==> config.mk <==
export PLATFORM = sky130hd
export DESIGN_NAME = mem_scan_reader
export DESIGN_NICKNAME = d
export VERILOG_FILES = /design/src/rtl/mem_scan_pkg.sv /design/src/rtl/mem_scan_cmp.sv /design/src/rtl/mem_scan_reader.sv
export SDC_FILE = /design/constraint.sdc
export NUM_CORES = 1
export LEC_CHECK = 0
export CAP_MARGIN = 20
export CORE_MARGIN = 2
export CORE_UTILIZATION = 35
export CTS_CLUSTER_SIZE = 24
export DETAILED_ROUTE_END_ITERATION = 6
export PLACE_DENSITY_LB_ADDON = 0.25
export SLEW_MARGIN = 20
export SYNTH_ARGS = -nofsm -noshare
export SYNTH_HDL_FRONTEND = slang
export SYNTH_SLANG_ARGS = --single-unit
==> constraint.sdc <==
create_clock -name Clock -period 7.87 [get_ports Clock]
set_input_delay 1.574 -clock Clock [delete_from_list [all_inputs] [get_ports Clock]]
set_output_delay 1.574 -clock Clock [all_outputs]
set_load 0.01 [all_outputs]
==> src/rtl/mem_scan_pkg.sv <==
// Shared types and default sizing for the SRAM scan reader.
// Optional build macro SCAN_MASK_EN enables the masked compare in the reader.
package mem_scan_pkg;

  localparam int ADDR_W_DEF = 4;
  localparam int DATA_W_DEF = 32;
  localparam int CNT_W_DEF  = ADDR_W_DEF + 1;

  typedef enum logic [1:0] {
    IDLE  = 2'd0,
    SCAN  = 2'd1,
    FLUSH = 2'd2,
    DONE  = 2'd3
  } state_e;

endpackage

==> src/rtl/mem_scan_cmp.sv <==
// Combinational word compare for the scan reader.
// With SCAN_MASK_EN defined only the bits set in mask take part in the match.
module mem_scan_cmp
  import mem_scan_pkg::*;
#(
  parameter int DATA_W = DATA_W_DEF
) (
  input  logic [DATA_W-1:0] data,
  input  logic [DATA_W-1:0] key,
`ifdef SCAN_MASK_EN
  input  logic [DATA_W-1:0] mask,
`endif
  output logic              hit
);

`ifdef SCAN_MASK_EN
  assign hit = ((data ^ key) & mask) == '0;
`else
  assign hit = (data == key);
`endif

endmodule

==> src/rtl/mem_scan_reader.sv <==
// Walks every SRAM word once, counting words equal to a latched key and noting the first hit.
// Optional build macro SCAN_MASK_EN adds a Mask port latched alongside Key.
module mem_scan_reader
  import mem_scan_pkg::*;
#(
  parameter int ADDR_W = ADDR_W_DEF,
  parameter int DATA_W = DATA_W_DEF
) (
  input  logic              Clock,
  input  logic              Reset,
  input  logic              Start,
  input  logic [DATA_W-1:0] Key,
`ifdef SCAN_MASK_EN
  input  logic [DATA_W-1:0] Mask,
`endif
  output logic [ADDR_W-1:0] ReadAddress,
  input  logic [DATA_W-1:0] ReadBus,
  output logic              Busy,
  output logic              Done,
  output logic              MatchFound,
  output logic [ADDR_W-1:0] MatchAddr,
  output logic [ADDR_W:0]   MatchCount
);

  localparam logic [ADDR_W-1:0] LAST_ADDR = {ADDR_W{1'b1}};

  state_e state, state_nxt;
  logic   accept;

  logic [DATA_W-1:0] key_p0;
  logic [DATA_W-1:0] data_p1;
  logic [ADDR_W-1:0] addr_p1;
  logic              vld_p1;
  logic              hit_p1;
`ifdef SCAN_MASK_EN
  logic [DATA_W-1:0] mask_p0;
`endif

  always_ff @(posedge Clock or posedge Reset) begin
    if (Reset) state <= IDLE;
    else       state <= state_nxt;
  end

  always_comb begin
    state_nxt = state;
    accept    = 1'b0;
    unique case (state)
      IDLE: begin
        if (Start) begin
          accept    = 1'b1;
          state_nxt = SCAN;
        end
      end
      SCAN: begin
        if (ReadAddress == LAST_ADDR) state_nxt = FLUSH;
      end
      FLUSH: state_nxt = DONE;
      DONE: begin
        accept    = Start;
        state_nxt = Start ? SCAN : IDLE;
      end
      default: state_nxt = IDLE;
    endcase
  end

  assign Busy = (state == SCAN) || (state == FLUSH);
  assign Done = (state == DONE);

  // Stage p0 -> p1: capture the word returned for the current address
  always_ff @(posedge Clock or posedge Reset) begin
    if (Reset) begin
      key_p0      <= '0;
`ifdef SCAN_MASK_EN
      mask_p0     <= '0;
`endif
      ReadAddress <= '0;
      data_p1     <= '0;
      addr_p1     <= '0;
      vld_p1      <= 1'b0;
    end else if (accept) begin
      key_p0      <= Key;
`ifdef SCAN_MASK_EN
      mask_p0     <= Mask;
`endif
      ReadAddress <= '0;
      vld_p1      <= 1'b0;
    end else if (state == SCAN) begin
      data_p1     <= ReadBus;
      addr_p1     <= ReadAddress;
      vld_p1      <= 1'b1;
      ReadAddress <= ReadAddress + 1'b1;
    end else begin
      vld_p1      <= 1'b0;
    end
  end

  mem_scan_cmp #(
    .DATA_W(DATA_W)
  ) u_cmp (
    .data (data_p1),
    .key  (key_p0),
`ifdef SCAN_MASK_EN
    .mask (mask_p0),
`endif
    .hit  (hit_p1)
  );

  // Stage p1 -> results: accumulate hits; the FLUSH edge commits the last word
  always_ff @(posedge Clock or posedge Reset) begin
    if (Reset) begin
      MatchFound <= 1'b0;
      MatchAddr  <= '0;
      MatchCount <= '0;
    end else if (accept) begin
      MatchFound <= 1'b0;
      MatchAddr  <= '0;
      MatchCount <= '0;
    end else if (vld_p1 && hit_p1) begin
      MatchCount <= MatchCount + 1'b1;
      if (!MatchFound) begin
        MatchFound <= 1'b1;
        MatchAddr  <= addr_p1;
      end
    end
  end

endmodule

==> results.tsv <==
metric	value	unit
critical_path_class	reg2out	
clock_latency	0.37	ns
cts.sinks	85	
status	complete, no violations	
yosys_register_bits	85	
ff2ff_path_depth	5	
min_path_type	reg2reg	
power	1.85	mW
drc	0	
wl_per_cell	15.3	µm
fin_nets	507	
die_h	109	µm
cap_violations	0	
syn_avg_cell_area	11.0	µm²
syn-cell-area	0.00387	mm²
fin_crit_sh	43.1	%
dpl.hpwl	6120	µm
cp_max_fo	4	
numPortBuffers	82	
cts.repair.resized	0	
routed_wl	8860	µm
slowest_delay	0.55	ns
grt_pass1_vias	2839	
grt.overflow.total	0	
n_fill_cell	1011	
r2r-end	MatchAddr[3]	
vias	2764	
register_area	0.00213	mm²
cp.required	6.30	ns
syn_to_final_growth	30.3	%
cts_tree	yes	
synth_area_leader_cell	dfrtp_1	
arrival	1.82	ns
drive_gt1_share	14.6	%
synth_common_cells	nand2_1 (104), dfrtp_1 (85), mux2_2 (36)	
ioPinCount	83	
setup_viol	0	
grt_setup_unrepaired	false	
place_ws	4.83	ns
yosysWarningCount	0	
worstHoldPathCells	2	
ctsHtreeMaxLevel	3	
grt_max_degree	86	
hold_buffers	0	
synthTopCellsByArea	dfrtp_1 (55%), mux2_2 (10%), nand2_1 (10%), xor2_1 (5.7%), xnor2_1 (2.3%)	
vias_per_cell	4.77	
max_freq	0.295	GHz
p_per_area	366	mW/mm²
setup_slack	4.48	ns
synth_edf_count	0	
synth_fp_nets	425	
cpMaxStageDelayCell	clkdlybuf4s50_1	
antenna_found_initial	0	
ctsLongestPathBuffers	2	
fin_setup_tns	0	ns
tightest_slew	0.766	ns
ys_seq_area_share	55.0	%
netlist_instances	352	
root_buffer	clkbuf_8	
synthArstFlopShare	100	%
die_area	0.0119	mm²
worst_setup_path_start_kind	register	
rrSetupSlack	5.84	ns
drtPass1Iterations	4	
rows	38	
synth_top_area_share	55.0	%
timing_hold_violations_final	0	
crit_chain	inv_1 > ha_1 > clkdlybuf4s50_1	
r2r_start	data_p1[25]	
track_usage	16.3	%
die_w	109	µm
start_util	35.8	%
critPathCaptureType	output pin	
synth_flop_cell	dfrtp_1	
skew	0.0131	ns
final_antenna_net_count	0	
numCtsBuffers	9	
grt_pass1_wl	14600	µm
multi_input_area	0.00169	mm²
coreArea	0.0108	mm²
holdCritStartpoint	key_p0[18]	
synth_most_common_cell	nand2_1	
worstHoldEndpoint	key_p0[18]	
ir_drop	207	µV
gp_congestion	0.729	
drv_slew	0	
holdWs	0.499	ns
startpoint	state[0]	
finalCriticalPeriod	3.39	ns
clkTransAtPathRegs	0.09	ns
drt_iter0_markers	103	
ys_types	33	
slew_headroom	48.9	%
insertedDiodeCount	0	
post_cts_buffers	0	
p_leak	2.28	nW
area by class of cell:
class	count	area share (%)
clock buffer	11	3.00
clock inverter	5	0.695
inverter	4	0.323
multi-input combinational	249	33.5
sequential	85	42.2
tap	140	3.47
timing repair buffer	85	16.8
state kept, by name, indices dropped and copies added (netlist names):
| name | flops |
|---|---|
| ReadAddress | 4 |
| addr_p1 | 4 |
| MatchFound | 1 |
| MatchAddr | 4 |
| MatchCount | 5 |
| state | 2 |
| data_p1 | 32 |
| key_p0 | 32 |
| vld_p1 | 1 |
metal layers:
layer	part of all wire, %	track usage, %	up-vias	routed length [µm]
met5	0	0	-	0
met3	4.2	2.69	13	368
met1	46	22.5	1340	4080
li1	-	-	1348	-
met2	48	25.4	63	4250
met4	1.8	7.14	0	159
cells by family (layout without fill, tap and decap cells):
logic type	after synthesis	after routing	share of synthesized area (%)
AOI/OAI and AO/OA	14	14	2.20
xor gates and xnor gates	35	35	7.92
adders and majority gates	6	6	1.94
buffers and inverters	18	105	1.75
DFF	85	85	55.0
muxes	42	42	12.0
and+or+nand+nor	152	152	19.2
power by group:
part	internal (mW)	switching, mW	total (mW)
logic	0.372	0.423	0.795
registers	0.627	0.129	0.756
clock network	0.132	0.164	0.296
metrics by stage:
step                      util [%]  instances  area, µm²
after floorplan                  -        352       3870
after global placement        44.9        563       4840
after detailed placement      44.9        563       4840
after CTS                     46.6        579       5030
after global routing          46.7        579       5040
final                         46.7        579       5040
layout by cell type, fill, tap and decap left out, drive strengths merged, types with 2 or more instances in the layout:
cell	netlist	final
nor4	9	9
nor2b	2	2
and3	5	5
a21oi	6	6
inv	4	3
o31ai	4	4
mux2	36	36
buf	3	3
or4	2	2
nand4	12	12
clkinv	0	5
dfrtp	85	85
mux2i	6	6
o21ai	2	2
xor2	25	25
clkdlybuf4s50	0	82
nand2	104	104
nor2	4	4
nand2b	5	5
ha	6	6
xnor2	10	10
clkbuf	11	11
nand3	3	3
worst max-delay path, delay by kind of cell (launching register included):
family / cells / cell delay [ns]
buffers and inverters: 2 / 0.67
DFF: 1 / 0.42
adders and majority gates: 1 / 0.36
worst max path at each step:
stage,endpoint,slack [ns],depth (start not counted)
final,Busy,4.48,3
after global placement,MatchCount[0],4.89,3
after CTS,Busy,4.52,3
after global routing,Busy,4.36,3
after detailed placement,key_p0[17],4.83,3
after floorplan,MatchAddr[0],4.10,1
Note: power is estimated with default switching activity, not from simulation.
